File: config.mk
export PLATFORM = sky130hd
export DESIGN_NAME = jtag_host_driver_flat
export DESIGN_NICKNAME = d
export VERILOG_FILES = /design/src/rtl/jtag_host_driver_if.sv /design/src/rtl/jtag_host_driver.sv /design/src/flat_wrapper.sv
export SDC_FILE = /design/constraint.sdc
export NUM_CORES = 1
export LEC_CHECK = 0
export ABC_AREA = 1
export CAP_MARGIN = 20
export CORE_ASPECT_RATIO = 0.8
export CORE_MARGIN = 1
export CORE_UTILIZATION = 42
export CTS_BUF_LIST = sky130_fd_sc_hd__clkbuf_4 sky130_fd_sc_hd__clkbuf_8
export DETAILED_ROUTE_END_ITERATION = 10
export PLACE_DENSITY = 0.67
export SYNTH_ARGS = -nofsm -noshare
export SYNTH_HDL_FRONTEND = slang
export SYNTH_SLANG_ARGS = --single-unit
File: constraint.sdc
create_clock -name sys_clk -period 10 [get_ports sys_clk]
set_clock_uncertainty 0.15 [all_clocks]
set_input_delay 1.5 -clock sys_clk [delete_from_list [all_inputs] [get_ports sys_clk]]
set_output_delay 1.5 -clock sys_clk [all_outputs]
set_load 0.01 [all_outputs]
File: src/rtl/jtag_host_driver_if.sv
// rtl/jtag_host_driver_if.sv - host command/response bundle for jtag_host_driver
//
// Purpose: groups the host-side command handshake and response strobe.
// Signals:
//   cmd_valid/cmd_ready  command handshake (accepted when both high)
//   cmd_op               00 RESET, 01 SHIFT_IR, 10 SHIFT_DR, 11 IDLE
//   cmd_len              shift bit count or IDLE tck count
//   cmd_data             tdi bits, LSB shifted first
//   clk_div              tck half-period = clk_div+1 sys_clk cycles
//   rsp_valid/rsp_data   one-cycle completion strobe with captured tdo bits
//   busy                 inverse of cmd_ready
// Modports: master = host side, slave = driver side.
interface jtag_host_driver_if #(
  parameter int DATA_W = 32,
  parameter int LEN_W  = $clog2(DATA_W) + 1,
  parameter int DIV_W  = 8
);
  logic              cmd_valid;
  logic              cmd_ready;
  logic [1:0]        cmd_op;
  logic [LEN_W-1:0]  cmd_len;
  logic [DATA_W-1:0] cmd_data;
  logic [DIV_W-1:0]  clk_div;
  logic              rsp_valid;
  logic [DATA_W-1:0] rsp_data;
  logic              busy;

  modport master (
    output cmd_valid, cmd_op, cmd_len, cmd_data, clk_div,
    input  cmd_ready, rsp_valid, rsp_data, busy
  );

  modport slave (
    input  cmd_valid, cmd_op, cmd_len, cmd_data, clk_div,
    output cmd_ready, rsp_valid, rsp_data, busy
  );
endinterface

File: src/rtl/jtag_host_driver.sv
// rtl/jtag_host_driver.sv - sys_clk-domain JTAG master executing one host command at a time
//
// Purpose: drives tck/tms/tdi/trst into a TAP and captures tdo for RESET, SHIFT_IR,
// SHIFT_DR and IDLE commands; returns captured bits on a one-cycle response strobe.
// Ports:
//   sys_clk   single clock, all logic on posedge
//   reset     synchronous, active-high
//   host      jtag_host_driver_if.slave (command handshake, response, busy)
//   tck/tms/tdi  registered JTAG drive
//   trst      registered TAP reset, active-low
//   tdo       serial data from the TAP
module jtag_host_driver #(
  parameter int DATA_W = 32,
  parameter int LEN_W  = $clog2(DATA_W) + 1,
  parameter int DIV_W  = 8
) (
  input  logic                sys_clk,
  input  logic                reset,
  jtag_host_driver_if.slave   host,
  output logic                tck,
  output logic                tms,
  output logic                tdi,
  output logic                trst,
  input  logic                tdo
);

  localparam logic [2:0] ST_IDLE  = 3'd0;
  localparam logic [2:0] ST_TRST  = 3'd1;
  localparam logic [2:0] ST_PRE   = 3'd2;
  localparam logic [2:0] ST_SHIFT = 3'd3;
  localparam logic [2:0] ST_POST  = 3'd4;
  localparam logic [2:0] ST_RSP   = 3'd5;

  localparam logic [1:0] OP_RESET = 2'b00;
  localparam logic [1:0] OP_IR    = 2'b01;
  localparam logic [1:0] OP_DR    = 2'b10;
  localparam logic [1:0] OP_IDLE  = 2'b11;

  localparam logic [LEN_W-1:0] LEN_MAX = LEN_W'(DATA_W);

  // Number of tck edges spent in each phase for a given op.
  function automatic logic [LEN_W-1:0] pre_count(input logic [1:0] op);
    logic [LEN_W-1:0] n;
    case (op)
      OP_RESET: n = LEN_W'(6);
      OP_IR:    n = LEN_W'(4);
      OP_DR:    n = LEN_W'(3);
      default:  n = '0;
    endcase
    return n;
  endfunction

  function automatic logic [LEN_W-1:0] shift_count(input logic [1:0] op,
                                                   input logic [LEN_W-1:0] len);
    return (op == OP_RESET) ? '0 : len;
  endfunction

  function automatic logic [LEN_W-1:0] post_count(input logic [1:0] op);
    return (op == OP_IR || op == OP_DR) ? LEN_W'(2) : '0;
  endfunction

  // Resolve a candidate (state, edge index) to the next edge that actually
  // exists, skipping empty phases; ST_RSP means the command has no edges left.
  function automatic logic [LEN_W+2:0] locate(input logic [1:0]       op,
                                              input logic [LEN_W-1:0] len,
                                              input logic [2:0]       st_in,
                                              input logic [LEN_W-1:0] idx_in);
    logic [2:0]       st;
    logic [LEN_W-1:0] ix;
    st = st_in;
    ix = idx_in;
    if (st == ST_PRE && ix >= pre_count(op)) begin
      st = ST_SHIFT;
      ix = '0;
    end
    if (st == ST_SHIFT && ix >= shift_count(op, len)) begin
      st = ST_POST;
      ix = '0;
    end
    if (st == ST_POST && ix >= post_count(op)) begin
      st = ST_RSP;
      ix = '0;
    end
    return {st, ix};
  endfunction

  // tms for a given edge. With len=0 the last PRE edge leaves Capture for
  // Exit1 directly, so the Shift state is never entered.
  function automatic logic tms_of(input logic [1:0]       op,
                                  input logic [LEN_W-1:0] len,
                                  input logic [2:0]       st,
                                  input logic [LEN_W-1:0] ix);
    logic t;
    t = 1'b0;
    case (st)
      ST_PRE: begin
        case (op)
          OP_RESET: t = (ix != LEN_W'(5));
          OP_IR:    t = (ix < LEN_W'(2)) || (ix == LEN_W'(3) && len == '0);
          OP_DR:    t = (ix == '0) || (ix == LEN_W'(2) && len == '0);
          default:  t = 1'b0;
        endcase
      end
      ST_SHIFT: t = (op != OP_IDLE) && (ix == len - LEN_W'(1));
      ST_POST:  t = (ix == '0);
      default:  t = 1'b0;
    endcase
    return t;
  endfunction

  function automatic logic tdi_of(input logic [1:0]        op,
                                  input logic [DATA_W-1:0] data,
                                  input logic [2:0]        st,
                                  input logic [LEN_W-1:0]  ix);
    logic [DATA_W-1:0] sh;
    sh = data >> ix;
    return (st == ST_SHIFT && op != OP_IDLE) ? sh[0] : 1'b0;
  endfunction

  logic [2:0]        state;
  logic [LEN_W-1:0]  idx;
  logic              phase_hi;
  logic [DIV_W-1:0]  div_cnt;
  logic [1:0]        op_q;
  logic [LEN_W-1:0]  len_q;
  logic [DATA_W-1:0] data_q;
  logic [DIV_W-1:0]  div_q;
  logic [DATA_W-1:0] cap_q;
  logic              cmd_ready_q;
  logic              rsp_valid_q;
  logic [DATA_W-1:0] rsp_data_q;

  logic [LEN_W-1:0]  len_c;
  logic [LEN_W+2:0]  loc_start;
  logic [LEN_W+2:0]  loc_next;
  logic [2:0]        start_st;
  logic [LEN_W-1:0]  start_idx;
  logic [2:0]        next_st;
  logic [LEN_W-1:0]  next_idx;
  logic              accept;

  always_comb begin
    len_c     = (host.cmd_len > LEN_MAX) ? LEN_MAX : host.cmd_len;
    loc_start = locate(host.cmd_op, len_c, ST_PRE, '0);
    if (state == ST_TRST) begin
      loc_next = locate(op_q, len_q, ST_PRE, '0);
    end else begin
      loc_next = locate(op_q, len_q, state, idx + 1'b1);
    end
  end

  assign start_st  = loc_start[LEN_W+2:LEN_W];
  assign start_idx = loc_start[LEN_W-1:0];
  assign next_st   = loc_next[LEN_W+2:LEN_W];
  assign next_idx  = loc_next[LEN_W-1:0];
  assign accept    = host.cmd_valid && cmd_ready_q;

  assign host.cmd_ready = cmd_ready_q;
  assign host.busy      = ~cmd_ready_q;
  assign host.rsp_valid = rsp_valid_q;
  assign host.rsp_data  = rsp_data_q;

  always_ff @(posedge sys_clk) begin
    if (reset) begin
      state       <= ST_IDLE;
      idx         <= '0;
      phase_hi    <= 1'b0;
      div_cnt     <= '0;
      op_q        <= OP_IDLE;
      len_q       <= '0;
      data_q      <= '0;
      div_q       <= '0;
      cap_q       <= '0;
      cmd_ready_q <= 1'b1;
      rsp_valid_q <= 1'b0;
      rsp_data_q  <= '0;
      tck         <= 1'b0;
      tms         <= 1'b1;
      tdi         <= 1'b0;
      trst        <= 1'b1;
    end else begin
      rsp_valid_q <= 1'b0;
      case (state)
        ST_IDLE, ST_RSP: begin
          state <= ST_IDLE;
          if (accept) begin
            op_q     <= host.cmd_op;
            len_q    <= len_c;
            data_q   <= host.cmd_data;
            div_q    <= host.clk_div;
            cap_q    <= '0;
            div_cnt  <= '0;
            phase_hi <= 1'b0;
            tck      <= 1'b0;
            if (host.cmd_op == OP_RESET) begin
              state       <= ST_TRST;
              idx         <= '0;
              trst        <= 1'b0;
              tms         <= 1'b1;
              tdi         <= 1'b0;
              cmd_ready_q <= 1'b0;
            end else if (start_st == ST_RSP) begin
              // IDLE with zero count completes immediately; ready never drops.
              state       <= ST_RSP;
              rsp_valid_q <= 1'b1;
              rsp_data_q  <= '0;
            end else begin
              state       <= start_st;
              idx         <= start_idx;
              tms         <= tms_of(host.cmd_op, len_c, start_st, start_idx);
              tdi         <= tdi_of(host.cmd_op, host.cmd_data, start_st, start_idx);
              cmd_ready_q <= 1'b0;
            end
          end
        end
        default: begin
          if (div_cnt != div_q) begin
            div_cnt <= div_cnt + 1'b1;
          end else begin
            div_cnt <= '0;
            if (!phase_hi) begin
              // End of low phase: raise tck (held low during TRST) and sample tdo.
              phase_hi <= 1'b1;
              if (state != ST_TRST) tck <= 1'b1;
              if (state == ST_SHIFT && op_q != OP_IDLE) begin
                cap_q <= cap_q | (DATA_W'(tdo) << idx);
              end
            end else begin
              // End of high phase: drop tck and present the next edge's tms/tdi.
              phase_hi <= 1'b0;
              tck      <= 1'b0;
              trst     <= 1'b1;
              if (next_st == ST_RSP) begin
                state       <= ST_RSP;
                rsp_valid_q <= 1'b1;
                rsp_data_q  <= cap_q;
                cmd_ready_q <= 1'b1;
                tdi         <= 1'b0;
              end else begin
                state <= next_st;
                idx   <= next_idx;
                tms   <= tms_of(op_q, len_q, next_st, next_idx);
                tdi   <= tdi_of(op_q, data_q, next_st, next_idx);
              end
            end
          end
        end
      endcase
    end
  end

endmodule

File: src/flat_wrapper.sv
// flat-port wrapper written by rule: the top's interface ports become plain ports
module jtag_host_driver_flat 
#(
  parameter int DATA_W = 32,
  parameter int LEN_W  = $clog2(DATA_W) + 1,
  parameter int DIV_W  = 8
)
  (sys_clk, reset, tck, tms, tdi, trst, tdo, host_cmd_valid, host_cmd_op, host_cmd_len, host_cmd_data, host_clk_div, host_cmd_ready, host_rsp_valid, host_rsp_data, host_busy);
  jtag_host_driver_if #(.DATA_W(DATA_W), .LEN_W(LEN_W), .DIV_W(DIV_W)) host_i ();
  input  logic sys_clk;
  input  logic reset;
  output logic tck;
  output logic tms;
  output logic tdi;
  output logic trst;
  input  logic tdo;
  input wire logic [$bits(host_i.cmd_valid)-1:0] host_cmd_valid;
  input wire logic [$bits(host_i.cmd_op)-1:0] host_cmd_op;
  input wire logic [$bits(host_i.cmd_len)-1:0] host_cmd_len;
  input wire logic [$bits(host_i.cmd_data)-1:0] host_cmd_data;
  input wire logic [$bits(host_i.clk_div)-1:0] host_clk_div;
  output wire logic [$bits(host_i.cmd_ready)-1:0] host_cmd_ready;
  output wire logic [$bits(host_i.rsp_valid)-1:0] host_rsp_valid;
  output wire logic [$bits(host_i.rsp_data)-1:0] host_rsp_data;
  output wire logic [$bits(host_i.busy)-1:0] host_busy;
  assign host_i.cmd_valid = host_cmd_valid;
  assign host_i.cmd_op = host_cmd_op;
  assign host_i.cmd_len = host_cmd_len;
  assign host_i.cmd_data = host_cmd_data;
  assign host_i.clk_div = host_clk_div;
  assign host_cmd_ready = host_i.cmd_ready;
  assign host_rsp_valid = host_i.rsp_valid;
  assign host_rsp_data = host_i.rsp_data;
  assign host_busy = host_i.busy;
  jtag_host_driver #(.DATA_W(DATA_W), .LEN_W(LEN_W), .DIV_W(DIV_W)) u_core (.sys_clk(sys_clk), .reset(reset), .host(host_i), .tck(tck), .tms(tms), .tdi(tdi), .trst(trst), .tdo(tdo));
endmodule
==> summary.md <==
| Metric | Value |
|---|---|
| Slowest cell on the critical path | inv_2 |
| R2R Path End | u_core.host.rsp_data[27]$_SDFFE_PP0P_ |
| Drt pass-1 iters | 5 |
| GP Congestion | 0.895 |
| HP Start | u_core.cap_q[16]$_SDFFE_PP0P_ |
| CTS tree | built |
| Pwr Total | 2.11 mW |
| Yosys top cell area share | 0.419 |
| Clock Sink Count | 136 |
| Multi-input logic area | between 3000 and 4000 µm² |
| N_diodes | 0 |
| R2R Path Start | u_core.op_q[0]$_SDFFE_PP1P_ |
| CTS max path bufs | 2 |
| Initial antenna violation count | 0 |
| DRC | 0 |
| Die area | approximately 16000 µm² |
| Num rows | 40 |
| CP endpoint kind | register |
| CTS Hold Bufs | 0 |
| Yosys warns | 0 |
| Slew @ Worst Pin | ~0.94 ns |
| Number of synthesized flops with an enable pin | 0 |
| Initial DRC Count | about 540 |
| Worst Path Required | approximately 10 ns |
| Min-Delay Path Depth | 2 |
| Die H | 113 µm |
| Final setup fails | 0 |
| Synthesized area per cell | between 7 and 8 µm² |
| Most common cell after layout, fill and taps aside | nand2_1 |
| Overall Global Routing Usage | 0.214 |
| Status | complete, no violations |
| Cell mode on critical path | nand2_1 |
| Fin crit period | between 5 and 6 ns |
| Critical path peak fanout | 33 |
| Fill cell count | 1480 |
| Hold crit path type | reg2reg |
| WP data arrival | about 5.7 ns |
| CORE AREA | ~15000 µm² |
| Slew Viols, Final | 0 |
| Max-Cap Viols | 0 |
| Slew HR | 0.373 |
| Buffers on Ports | 90 |
| Via count | 6049 |
| Share of cells above drive strength 1 | 0.0652 |
| Clock-pin slew on the worst setup and hold paths | roughly 0.080 ns |
| Worst setup SP type | register |
| Post-Route WL | roughly 16000 µm |
| Ports | 91 |
| RSZ-0062 raised after global routing | false |
| Pleak | between 3 and 4 nW |
| Part of the cycle the worst path needs | 0.546 |
| VDD IR max | 115 µV |
| Post-synth top flop | dfxtp_1 |
| Clk Latency, worst-skew pair | 0.46 ns |
| Top cells by area, synth | dfxtp_1 42%, nand2_1 13%, inv_1 7.5%, a21oi_1 6.7%, ha_1 4.2% |
| Synthesized net count | between 900 and 1000 |
| Worst hold endpoint | u_core.cap_q[16]$_SDFFE_PP0P_ |
| Ys async rst share | 0 |
| Setup TNS | 0 ns |
| Storage element area | between 2000 and 3000 µm² |
| Synth Instances | 921 |
| Most frequent cells in the layout | 231 x nand2_1, 136 x dfxtp_1, 130 x inv_1, 89 x clkdlybuf4s50_1, 87 x a21oi_1 |
| Largest net degree at the start of global routing | between 50 and 60 |
| DR vias/cell | slightly below 5 |
| Layout area overhead | 22.2% |
| Synth cell types | 39 |
| Synth Cell Area | 6500 µm² |
| FF-to-FF setup slack | 4.54 ns |
| Effective utilization at floorplan | 0.432 |
| Vias in the first global route | approximately 5400 |
| Worst path max stage delay | ~0.40 ns |
| Pwr/cell area | ~270 nW/µm² |
| H-tree depth | 4 |
| Post-route ant nets | 0 |
| Die width | around 140 µm |
| Setup bufs post-CTS | 0 |
| #FFs+latches synth | 136 |
| Post-synth top area cell | dfxtp_1 |
| Sequential area share after synthesis | 0.419 |
| Number of buffers inserted during clock tree synthesis | 17 |
| Cell count of the worst reg-to-reg path | 33 |
| Critical path class | reg2reg |
| # resized after CTS | 0 |
| First-pass GRT wire length | ~27000 µm |
| GRT overflow | 0 |
| Fin. Hold Viols | 0 |
| Max Clock Freq | around 180 MHz |
| Routed WL per cell | around 13 µm |
| Root buffer cell | clkbuf_8 |
| Final net count | about 1100 |
| Post-DP HPWL | roughly 12000 µm |
-- worst max-delay path: cells and delay by family (launching register included) --
family / cells / cell delay (ns)
fa+ha+maj: 4 / 1.09
flops: 1 / 0.39
compound gates: 5 / 0.73
simple gates: 18 / 2.05
buf+inv: 6 / 0.96
-- stage by stage --
| step | hold slack [ns] | instance area (µm²) | cells | worst slack [ns] | utilization |
|---|---|---|---|---|---|
| 3_5_place_dp | 0.291 | 7550 | 1191 | 4.53 | 0.501 |
| 5_1_grt | 0.320 | 7950 | 1223 | 3.91 | 0.528 |
| 2_1_floorplan | 0.280 | 6500 | 921 | 5.74 | - |
| 6_report | 0.300 | 7950 | 1223 | 4.54 | 0.528 |
| 4_1_cts | 0.303 | 7950 | 1223 | 4.52 | 0.528 |
| 3_3_place_gp | 0.286 | 7550 | 1191 | 4.81 | 0.501 |
-- cells in the mapped netlist (all sizes together), types with 2 or more instances --
library cell  instances
nand2               237
o211ai                3
a22oi                 3
o31ai                 2
a31oi                 4
nand3                29
o21ai                55
inv                 136
dfxtp               136
ha                   22
nor3                 21
nand4                22
a211oi                5
a22o                 12
o22ai                 2
a21oi                87
buf                  18
nor4                  5
xnor2                 3
xor2                 10
o21a                  6
clkbuf               18
nand3b                5
nor2                 75
-- power breakdown --
part	total [mW]	leakage (nW)	switching [mW]	internal [mW]
combinational	0.994	1.79	0.666	0.328
clock	0.451	0.185	0.226	0.225
sequential	0.664	1.10	0.0532	0.611
-- how the worst max path moves through the flow --
stage	from	end	slack (ns)	cells after the start
2_1_floorplan	u_core.op_q[0]$_SDFFE_PP1P_	u_core.tdi$_SDFFE_PP0P_	5.74	34
3_3_place_gp	u_core.op_q[0]$_SDFFE_PP1P_	u_core.host.rsp_data[2]$_SDFFE_PP0P_	4.81	33
3_5_place_dp	u_core.op_q[0]$_SDFFE_PP1P_	u_core.host.rsp_data[2]$_SDFFE_PP0P_	4.53	33
4_1_cts	u_core.op_q[0]$_SDFFE_PP1P_	u_core.host.rsp_data[2]$_SDFFE_PP0P_	4.52	33
5_1_grt	u_core.op_q[0]$_SDFFE_PP1P_	u_core.host.rsp_data[18]$_SDFFE_PP0P_	3.91	33
6_report	u_core.op_q[0]$_SDFFE_PP1P_	u_core.host.rsp_data[27]$_SDFFE_PP0P_	4.54	33
-- area by class of cell --
cell class | count | area share
Multi-Input combinational cell | 612 | 0.392
Sequential cell | 136 | 0.343
Timing Repair Buffer | 96 | 0.118
Inverter | 137 | 0.0650
Tap cell | 210 | 0.0331
Clock buffer | 18 | 0.0304
Clock inverter | 14 | 0.0190
-- routing by layer --
metal | global-route usage | wire (µm) | vias up
met2 | 0.300 | 6480 | 157
met3 | 0.0491 | 872 | 14
met5 | 0 | 0 | -
met4 | 0.0580 | 146 | 0
li1 | - | - | 3133
met1 | 0.323 | 8580 | 2745
-- cells by family (layout without fill, tap and decap cells) --
family                   after synthesis  after routing  synth area share
AO/OA/AOI/OAI                        181            181             0.160
AND/OR/NAND/NOR                      396            396             0.258
XOR/XNOR                              13             13            0.0175
flip-flops                           136            136             0.419
adder cells (fa/ha/maj)               22             22            0.0423
buffers and inverters                173            265             0.104
-- flip-flops by register name, indices dropped and copies added (netlist names), 2 cells and up --
register	count
u_core.cap_q	32
u_core.op_q	2
u_core.div_cnt	8
u_core.len_q	6
u_core.state	3
u_core.data_q	32
u_core.host.rsp_data	32
u_core.idx	6
u_core.div_q	8
No activity file was read; power rests on OpenSTA's default activity.
